File: src/rtl/vga_timing_gen_if.sv
// Raster timing bundle: counters, syncs, blank and strobes from the timing
// generator to pixel generators and the compositor.
interface vga_timing_gen_if;
   logic [10:0] hcount;
   logic [9:0]  vcount;
   logic        hsync;
   logic        vsync;
   logic        blank;
   logic        pix_tick;
   logic        line_start;
   logic        frame_start;

   modport master (
      output hcount, vcount, hsync, vsync, blank,
             pix_tick, line_start, frame_start
   );

   modport slave (
      input  hcount, vcount, hsync, vsync, blank,
             pix_tick, line_start, frame_start
   );
endinterface

File: src/rtl/vga_timing_gen.sv
// vga_timing_gen: raster timing source (hcount/vcount, hsync/vsync, blank,
// pix_tick, line_start, frame_start) advanced by an internal pixel-clock-enable
// divider. Default timing is 640x480@60 from a 50 MHz clk with CLK_DIV=2.
//
// Optional feature macro: VGA_SYNC_DELAY_EN
//   When defined, hsync/vsync/blank are each delayed by SYNC_DLY extra clk
//   stages so they line up with a registered pixel path. Counters and strobes
//   stay undelayed. When undefined, SYNC_DLY has no effect.
//
// All outputs are registered and decoded from the next-state counter values,
// so sync/blank always describe the hcount/vcount presented in the same cycle.
module vga_timing_gen #(
   parameter int CLK_DIV  = 2,
   parameter int H_ACTIVE = 640,
   parameter int H_FP     = 16,
   parameter int H_SYNC   = 96,
   parameter int H_BP     = 48,
   parameter int V_ACTIVE = 480,
   parameter int V_FP     = 10,
   parameter int V_SYNC   = 2,
   parameter int V_BP     = 33,
   parameter bit H_POL    = 1'b0,
   parameter bit V_POL    = 1'b0,
   parameter int SYNC_DLY = 2
) (
   input  logic             clk,
   input  logic             rst,   // asynchronous, active-low
   vga_timing_gen_if.master vga
);

   localparam int H_TOTAL = H_ACTIVE + H_FP + H_SYNC + H_BP;
   localparam int V_TOTAL = V_ACTIVE + V_FP + V_SYNC + V_BP;

   // Divider width; a 1-bit counter that never leaves 0 covers CLK_DIV=1.
   localparam int DW = (CLK_DIV > 1) ? $clog2(CLK_DIV) : 1;
   localparam logic [DW-1:0] DIV_MAX = DW'(CLK_DIV - 1);

   localparam logic [10:0] H_LAST = 11'(H_TOTAL - 1);
   localparam logic [9:0]  V_LAST = 10'(V_TOTAL - 1);

   // Range bounds are held one bit wider so a sync pulse ending exactly at
   // a 2048-pixel / 1024-line total still compares correctly.
   localparam logic [11:0] H_ACT_END = 12'(H_ACTIVE);
   localparam logic [11:0] HS_BEG    = 12'(H_ACTIVE + H_FP);
   localparam logic [11:0] HS_END    = 12'(H_ACTIVE + H_FP + H_SYNC);
   localparam logic [10:0] V_ACT_END = 11'(V_ACTIVE);
   localparam logic [10:0] VS_BEG    = 11'(V_ACTIVE + V_FP);
   localparam logic [10:0] VS_END    = 11'(V_ACTIVE + V_FP + V_SYNC);

   logic [DW-1:0] div_q, div_d;
   logic          tick_q, tick_d;
   logic [10:0]   h_q, h_d;
   logic [9:0]    v_q, v_d;
   logic          hs_q, hs_d;
   logic          vs_q, vs_d;
   logic          bl_q, bl_d;
   logic          ls_q, ls_d;
   logic          fs_q, fs_d;
   logic          h_wrap;

   // Next-state: divider, counters, strobes and decode of the next position.
   always_comb begin
      div_d  = '0;
      tick_d = 1'b0;
      h_wrap = 1'b0;
      h_d    = h_q;
      v_d    = v_q;
      ls_d   = 1'b0;
      fs_d   = 1'b0;
      hs_d   = ~H_POL;
      vs_d   = ~V_POL;
      bl_d   = 1'b0;

      // Divider wraps at CLK_DIV-1; tick is the registered decode of that
      // terminal count, so it is high in the cycle the counter sits there.
      if (div_q != DIV_MAX) begin
         div_d = div_q + DW'(1);
      end
      tick_d = (div_d == DIV_MAX);

      // Counters only move on an edge where the tick is high.
      if (tick_q) begin
         if (h_q == H_LAST) begin
            h_wrap = 1'b1;
            h_d    = '0;
         end else begin
            h_d    = h_q + 11'd1;
         end
      end

      if (h_wrap) begin
         if (v_q == V_LAST) begin
            v_d = '0;
         end else begin
            v_d = v_q + 10'd1;
         end
      end

      // Strobes mark the cycle in which the wrapped value is first shown.
      ls_d = h_wrap;
      fs_d = h_wrap && (v_q == V_LAST);

      if (({1'b0, h_d} >= HS_BEG) && ({1'b0, h_d} < HS_END)) begin
         hs_d = H_POL;
      end
      if (({1'b0, v_d} >= VS_BEG) && ({1'b0, v_d} < VS_END)) begin
         vs_d = V_POL;
      end
      bl_d = ({1'b0, h_d} >= H_ACT_END) || ({1'b0, v_d} >= V_ACT_END);
   end

   // State and output registers; reset parks at (0,0) with syncs inactive.
   always_ff @(posedge clk or negedge rst) begin
      if (!rst) begin
         div_q  <= '0;
         tick_q <= 1'b0;
         h_q    <= '0;
         v_q    <= '0;
         hs_q   <= ~H_POL;
         vs_q   <= ~V_POL;
         bl_q   <= 1'b0;
         ls_q   <= 1'b0;
         fs_q   <= 1'b0;
      end else begin
         div_q  <= div_d;
         tick_q <= tick_d;
         h_q    <= h_d;
         v_q    <= v_d;
         hs_q   <= hs_d;
         vs_q   <= vs_d;
         bl_q   <= bl_d;
         ls_q   <= ls_d;
         fs_q   <= fs_d;
      end
   end

   assign vga.hcount      = h_q;
   assign vga.vcount      = v_q;
   assign vga.pix_tick    = tick_q;
   assign vga.line_start  = ls_q;
   assign vga.frame_start = fs_q;

`ifdef VGA_SYNC_DELAY_EN
   // Extra alignment stages for syncs and blank; index SYNC_DLY-1 is the tap.
   logic hs_pipe_q [SYNC_DLY];
   logic vs_pipe_q [SYNC_DLY];
   logic bl_pipe_q [SYNC_DLY];

   // Shift every clk, independent of the pixel tick.
   always_ff @(posedge clk or negedge rst) begin
      if (!rst) begin
         for (int i = 0; i < SYNC_DLY; i++) begin
            hs_pipe_q[i] <= ~H_POL;
            vs_pipe_q[i] <= ~V_POL;
            bl_pipe_q[i] <= 1'b0;
         end
      end else begin
         hs_pipe_q[0] <= hs_q;
         vs_pipe_q[0] <= vs_q;
         bl_pipe_q[0] <= bl_q;
         for (int i = 1; i < SYNC_DLY; i++) begin
            hs_pipe_q[i] <= hs_pipe_q[i-1];
            vs_pipe_q[i] <= vs_pipe_q[i-1];
            bl_pipe_q[i] <= bl_pipe_q[i-1];
         end
      end
   end

   assign vga.hsync = hs_pipe_q[SYNC_DLY-1];
   assign vga.vsync = vs_pipe_q[SYNC_DLY-1];
   assign vga.blank = bl_pipe_q[SYNC_DLY-1];
`else
   assign vga.hsync = hs_q;
   assign vga.vsync = vs_q;
   assign vga.blank = bl_q;
`endif

endmodule

File: src/flat_wrapper.sv
// flat-port wrapper written by rule: the top's interface ports become plain ports
module vga_timing_gen_flat 
#(
   parameter int CLK_DIV  = 2,
   parameter int H_ACTIVE = 640,
   parameter int H_FP     = 16,
   parameter int H_SYNC   = 96,
   parameter int H_BP     = 48,
   parameter int V_ACTIVE = 480,
   parameter int V_FP     = 10,
   parameter int V_SYNC   = 2,
   parameter int V_BP     = 33,
   parameter bit H_POL    = 1'b0,
   parameter bit V_POL    = 1'b0,
   parameter int SYNC_DLY = 2
)
  (clk, rst, vga_hcount, vga_vcount, vga_hsync, vga_vsync, vga_blank, vga_pix_tick, vga_line_start, vga_frame_start);
  vga_timing_gen_if vga_i ();
  input  logic clk;
  input  logic rst;
  output wire logic [$bits(vga_i.hcount)-1:0] vga_hcount;
  output wire logic [$bits(vga_i.vcount)-1:0] vga_vcount;
  output wire logic [$bits(vga_i.hsync)-1:0] vga_hsync;
  output wire logic [$bits(vga_i.vsync)-1:0] vga_vsync;
  output wire logic [$bits(vga_i.blank)-1:0] vga_blank;
  output wire logic [$bits(vga_i.pix_tick)-1:0] vga_pix_tick;
  output wire logic [$bits(vga_i.line_start)-1:0] vga_line_start;
  output wire logic [$bits(vga_i.frame_start)-1:0] vga_frame_start;
  assign vga_hcount = vga_i.hcount;
  assign vga_vcount = vga_i.vcount;
  assign vga_hsync = vga_i.hsync;
  assign vga_vsync = vga_i.vsync;
  assign vga_blank = vga_i.blank;
  assign vga_pix_tick = vga_i.pix_tick;
  assign vga_line_start = vga_i.line_start;
  assign vga_frame_start = vga_i.frame_start;
  vga_timing_gen #(.CLK_DIV(CLK_DIV), .H_ACTIVE(H_ACTIVE), .H_FP(H_FP), .H_SYNC(H_SYNC), .H_BP(H_BP), .V_ACTIVE(V_ACTIVE), .V_FP(V_FP), .V_SYNC(V_SYNC), .V_BP(V_BP), .H_POL(H_POL), .V_POL(V_POL), .SYNC_DLY(SYNC_DLY)) u_core (.clk(clk), .rst(rst), .vga(vga_i));
endmodule
File: config.mk
export PLATFORM = sky130hd
export DESIGN_NAME = vga_timing_gen_flat
export DESIGN_NICKNAME = d
export VERILOG_FILES = /design/src/rtl/vga_timing_gen_if.sv /design/src/rtl/vga_timing_gen.sv /design/src/flat_wrapper.sv
export SDC_FILE = /design/constraint.sdc
export NUM_CORES = 1
export LEC_CHECK = 0
export ABC_AREA = 1
export BUFFER_PORTS_ARGS = -buffer_cell sky130_fd_sc_hd__buf_4
export CORE_MARGIN = 2
export CORE_UTILIZATION = 57
export CTS_BUF_LIST = sky130_fd_sc_hd__clkbuf_4
export DETAILED_ROUTE_END_ITERATION = 16
export MAX_ROUTING_LAYER = met4
export PLACE_DENSITY = 0.79
export SKIP_CTS_REPAIR_TIMING = 1
export SLEW_MARGIN = 30
export SYNTH_ARGS = -nofsm -noshare
export SYNTH_HDL_FRONTEND = slang
export SYNTH_SLANG_ARGS = --single-unit
export TNS_END_PERCENT = 1
File: constraint.sdc
create_clock -name clk -period 2.05 [get_ports clk]
set_clock_uncertainty 0.2 [all_clocks]
set_input_delay 0.41 -clock clk [delete_from_list [all_inputs] [get_ports clk]]
set_output_delay 0.41 -clock clk [all_outputs]
set_load 0.005 [all_outputs]
# Word-level counts from Yosys, hierarchy flattened
# Cells that the tools add are included.
[classes]
n_reduce_logical = 4
eq_ne = 2
addsub = 3
mux = 9
n_lt_le_gt_ge = 6
[op_table]
columns = ["op", "count"]
rows = [
  ["11-bit by 10-bit >= comparator with 1-bit output (second input constant)", 2],
  ["11-bit two-way mux", 2],
  ["10-bit by 9-bit >= comparator with 1-bit output (second input constant)", 2],
  ["10-bit two-way mux", 2],
  ["11-bit by 1-bit adder with 11-bit output (second input constant)", 1],
  ["11-bit by 10-bit equality test with 1-bit output (second input constant)", 1],
  ["11-bit by 10-bit less-than comparator with 1-bit output (second input constant)", 1],
  ["10-bit by 1-bit adder with 10-bit output (second input constant)", 1],
  ["10-bit equality test (second input constant)", 1],
  ["10-bit by 9-bit less-than comparator with 1-bit output (second input constant)", 1],
  ["1-bit two-way mux", 5],
  ["1-bit logical AND", 3],
  ["1-bit adder (second input constant)", 1],
  ["1-bit logical OR", 1],
]
[word_totals]
output_inout_bits = 27
word_cells = 32
inputBits = 2
regBits = 27

# Logic depth before layout (Yosys ltp)
[depth]
depth_word = 7
depth_mapped = 12
ltp_nobuf = 12

# Least setup slack after synthesis
# OpenSTA, ideal clock, no wires.
[synth_timing]
path_kind = "reg-to-reg"
from = "reg u_core.h_q[0] (netlist: u_core.vga.hcount[0])"
to = "reg u_core.bl_q (netlist: u_core.vga.blank)"
setup_slack_ps = 339
required_time_ps = 1725
stages_incl_launch_ff = 11
setup_time_ps = 125
n_path_buf = 0
period_less_slack_ps = 1711
t_arrival_ps = 1386
cell_sequence = "dfrtp_1 > ha_1 > nand2_1 > nor2_1 > nand4_1 > nand2_1 > nand2_1 > nand2_1 > inv_1 > nand2_1 > nand3_1"
[synth_via]
elab_chain_cells = 6
elab_cells_between_ends = 10
classes_between = "add/sub (1); order compare (2); eq/ne (1); mux (5); reduce/logical (1)"
[synth_rtl]
columns = ["element", "line_no", "rtl"]
rows = [
  ["start: declaration", "vga_timing_gen.sv:52", "logic [10:0] h_q, h_d;"],
  ["start signal: assignment", "vga_timing_gen.sv:117", "h_q <= '0;"],
  ["start signal: assignment", "vga_timing_gen.sv:127", "h_q <= h_d;"],
  ["11-bit by 10-bit equality test with 1-bit output", "vga_timing_gen.sv:83", "if (h_q == H_LAST) begin"],
  ["1-bit two-way mux", "vga_timing_gen.sv:83", ""],
  ["1-bit two-way mux", "vga_timing_gen.sv:82", "if (tick_q) begin"],
  ["10-bit two-way mux", "vga_timing_gen.sv:91", "if (h_wrap) begin"],
  ["net u_core.v_d[8]", "vga_timing_gen.sv:53", "logic [9:0] v_q, v_d;"],
  ["10-bit by 9-bit >= comparator with 1-bit output", "vga_timing_gen.sv:109", "bl_d = ({1'b0, h_d} >= H_ACT_END) || ({1'b0, v_d} >= V_ACT_END);"],
  ["1-bit logical OR", "vga_timing_gen.sv:109", ""],
  ["net u_core.bl_d", "vga_timing_gen.sv:56", "logic bl_q, bl_d;"],
  ["end signal: assignment", "vga_timing_gen.sv:131", "bl_q <= bl_d;"],
  ["end: declaration", "vga_timing_gen.sv:56", ""],
]
# The timed path passes the listed nets, and every way through them passes these cells.

# Worst setup path after layout
[layout_timing]
from = "reg u_core.h_q[0] (netlist: u_core.vga.hcount[0])"
to = "reg u_core.vs_q (netlist: u_core.vga.vsync)"
[layout_via]
elab_chain_cells = 7
elab_cells_between_ends = 8
classes_between = "order compare (2); eq/ne (1); mux (4); reduce/logical (1)"
[layout_rtl]
columns = ["element", "line_no", "rtl"]
rows = [
  ["11-bit by 10-bit equality test with 1-bit output *", "vga_timing_gen.sv:83", ""],
  ["1-bit two-way mux *", "vga_timing_gen.sv:83", ""],
  ["1-bit two-way mux *", "vga_timing_gen.sv:82", ""],
  ["10-bit two-way mux *", "vga_timing_gen.sv:91", ""],
  ["net u_core.v_d[5]", "vga_timing_gen.sv:53", ""],
  ["10-bit by 9-bit >= comparator with 1-bit output / 10-bit by 9-bit less-than comparator with 1-bit output (equally long branches)", "vga_timing_gen.sv:106", "if (({1'b0, v_d} >= VS_BEG) && ({1'b0, v_d} < VS_END)) begin"],
  ["1-bit logical AND *", "vga_timing_gen.sv:106", ""],
  ["1-bit two-way mux *", "vga_timing_gen.sv:106", ""],
  ["net u_core.vs_d", "vga_timing_gen.sv:55", "logic vs_q, vs_d;"],
  ["end signal: assignment", "vga_timing_gen.sv:120", "vs_q <= ~V_POL;"],
  ["end signal: assignment", "vga_timing_gen.sv:130", "vs_q <= vs_d;"],
  ["end: declaration", "vga_timing_gen.sv:55", ""],
]
# Mark *: on every way through the listed nets, which the timed path passes. The rest lies on a longest branch.

==> impl_metrics.env <==
export IMPL_fillers=247
export IMPL_yosysWarnings=0
export IMPL_grt_use_total=0.256
export IMPL_top_usage_layer="met1"
export IMPL_use_met3=0.0340
export IMPL_cts_buffers=3
export IMPL_wl_um=3630
export IMPL_final_setup_worst_slack_ps=133
export IMPL_dr_first_iter_drc_count=118
export IMPL_seq_area_frac_synth=0.423
export IMPL_setup_violations=0
export IMPL_final_setup_tns_ps=0
export IMPL_cts_root_buf="clkbuf_4"
export IMPL_grtUsageMet2=0.342
export IMPL_start_util=0.591
export IMPL_r2r_start="u_core.vga.hcount[0]$_DFF_PN0_"
export IMPL_ir_worst_vdd_mv=0.503
export IMPL_drive_gt1_frac=0.222
export IMPL_powerDensity_nw_per_um2=409
export IMPL_required_ps=2110
export IMPL_insertion_delay_ps=340
export IMPL_worst_slew_pin_slew_ps=338
export IMPL_timing_worst_setup_path_type="register to register"
export IMPL_drc=0
export IMPL_cts_path_max_buffers=2
export IMPL_cp_startpoint="u_core.vga.hcount[0]$_DFF_PN0_"
export IMPL_crit_path_max_fanout=5
export IMPL_dp_slack_ps=116
export IMPL_syn2layout_area_growth_pct=21.3
export IMPL_core_area_um2=2710
export IMPL_design_die_area_um2=3250
export IMPL_die_h_um=57.0
export IMPL_cts_sinks=27
export IMPL_use_met1=0.392
export IMPL_pin_count=29
export IMPL_p_leak_uw=0.00114
export IMPL_grt_pass1_wl_um=6250
export IMPL_vias_per_cell=5.12
export IMPL_ff2ff_setup_slack_ps=130
export IMPL_final_common_cell="nand2_1"
export IMPL_worstPathArrival_ps=1980
export IMPL_cp_end_kind="register"
export IMPL_synth_fp_nets=236
export IMPL_finalNetCount=276
export IMPL_port_buffers=28
export IMPL_min_period_ps=1920
export IMPL_h_tree_depth=1
export IMPL_finalCritPeriodShare=0.935
export IMPL_overflow=0
export IMPL_die_w_um=57.0
export IMPL_grt_pass1_vias=1378
export IMPL_max_cap_violations=0
export IMPL_yosysUniqueCellTypes=24
export IMPL_vias=1541
export IMPL_start_kind="register"
export IMPL_reg2reg_depth=9
export IMPL_drt_pass1_iter_count=4
export IMPL_fmax_ghz=0.522
export IMPL_max_slew_margin_rel=0.775
export IMPL_drv_slew=0
export IMPL_hold_viol=0
export IMPL_rows=19
export IMPL_antennaDiodeCount=0
export IMPL_path_clk_slew_ps=150
export IMPL_worst_r2r_endpoint="u_core.vga.vsync$_DFF_PN1_"
export IMPL_outcome="completed"
export IMPL_syn_area_per_cell_um2=6.93
export IMPL_antenna_found_initial=0
export IMPL_syn_area_um2=1600
export IMPL_ys_seq_elements=27
export IMPL_wl_per_cell_um=12.1
export IMPL_ant_nets=0
export IMPL_hold_path_class="input pin to async pin"
export IMPL_dp_hpwl_um=2730
export IMPL_most_common_layout_cells="nand2_1 (79), inv_1 (37), buf_4 (36)"
export IMPL_cts_tree="done"
export IMPL_grt_max_degree=28
export IMPL_gp_congestion=1.01
export IMPL_syn_inst=231
## flip-flops by register name, indices dropped and copies added (netlist names)
name and cells:
u_core.vga.blank 1, u_core.vga.hsync 1, u_core.vga.line_start 1, u_core.vga.hcount 11
u_core.vga.frame_start 1, u_core.div_q 1, u_core.vga.vsync 1, u_core.vga.vcount 10
## area by class of cell
| type | count | area, um2 | area share |
|---|---|---|---|
| repair buffers | 37 | 280 | 0.144 |
| flip-flops and latches | 27 | 681 | 0.350 |
| clock buffers | 4 | 30.0 | 0.0155 |
| multi-input cells | 163 | 764 | 0.393 |
| well taps | 31 | 38.8 | 0.0200 |
| inverters | 39 | 149 | 0.0766 |
## critical path, cell delays in order, from the launching register on
cell and delay (ps):
dfrtp_1 390, ha_1 200, nand2_1 90, nor2_1 180, nand4_1 170, buf_4 200, o21ai_1 190, nand2_1 70
nor2_1 80, nand3_1 70
## stage by stage
step	total power (uW)	std cells	area, um2	util	hold WS (ps)
after floorplan	543	231	1600	-	-85.6
after global placement	555	294	1870	0.691	140
after detailed placement	555	294	1870	0.691	145
after CTS	797	298	1900	0.702	-235
after global routing	827	301	1940	0.717	324
final	796	301	1940	0.717	287
## report_power, final
part           total [uW]  leakage [uW]  internal, uW  switching (uW)
logic                12.5      0.000763          2.53            9.96
clock network         250     0.0000184          89.7             160
registers             533      0.000355           533               0
## logic make-up after synthesis
| family | synth area share |
|---|---|
| AND/OR/NAND/NOR | 0.398 |
| flip-flops | 0.423 |
| adder cells (fa/ha/maj) | 0.0234 |
| buffers and inverters | 0.107 |
| AO/OA/AOI/OAI | 0.0375 |
| XOR/XNOR | 0.0109 |
## synth_stat cells
library cell	number	area, um2
a21oi_1	3	15.0
buf_6	2	22.5
dfrtp_1	25	626
dfstp_2	2	52.6
ha_1	3	37.5
inv_1	37	139
inv_2	1	3.75
inv_4	1	6.26
nand2_1	79	297
nand2_2	3	18.8
nand3_1	19	95.1
nand3_2	2	20.0
nand3b_1	1	7.51
nand4_1	4	25.0
nor2_1	29	109
nor2_2	5	31.3
nor2b_1	1	6.26
nor3_1	1	5.00
nor3_4	1	16.3
o21ai_0	8	40.0
o21ai_1	1	5.00
or2_2	1	6.26
xnor2_1	1	8.76
xor2_1	1	8.76
## routing by layer
metal,wire [um],vias up,part of all wire
li1,-,789,-
met1,1750,695,0.48
met2,1600,53,0.44
met3,237,4,0.065
met4,47,0,0.013
met5,0,-,0
## worst max path at each step
stage / endpoint / slack [ps]
finish: u_core.vga.vsync$_DFF_PN1_ / 130
global route: u_core.vga.blank$_DFF_PN0_ / -20
CTS: u_core.vga.blank$_DFF_PN0_ / 80
detailed placement: u_core.vga.blank$_DFF_PN0_ / 120
global placement: u_core.vga.blank$_DFF_PN0_ / 180
floorplan: u_core.vga.blank$_DFF_PN0_ / 340
Note: power is estimated with default switching activity, not from simulation.
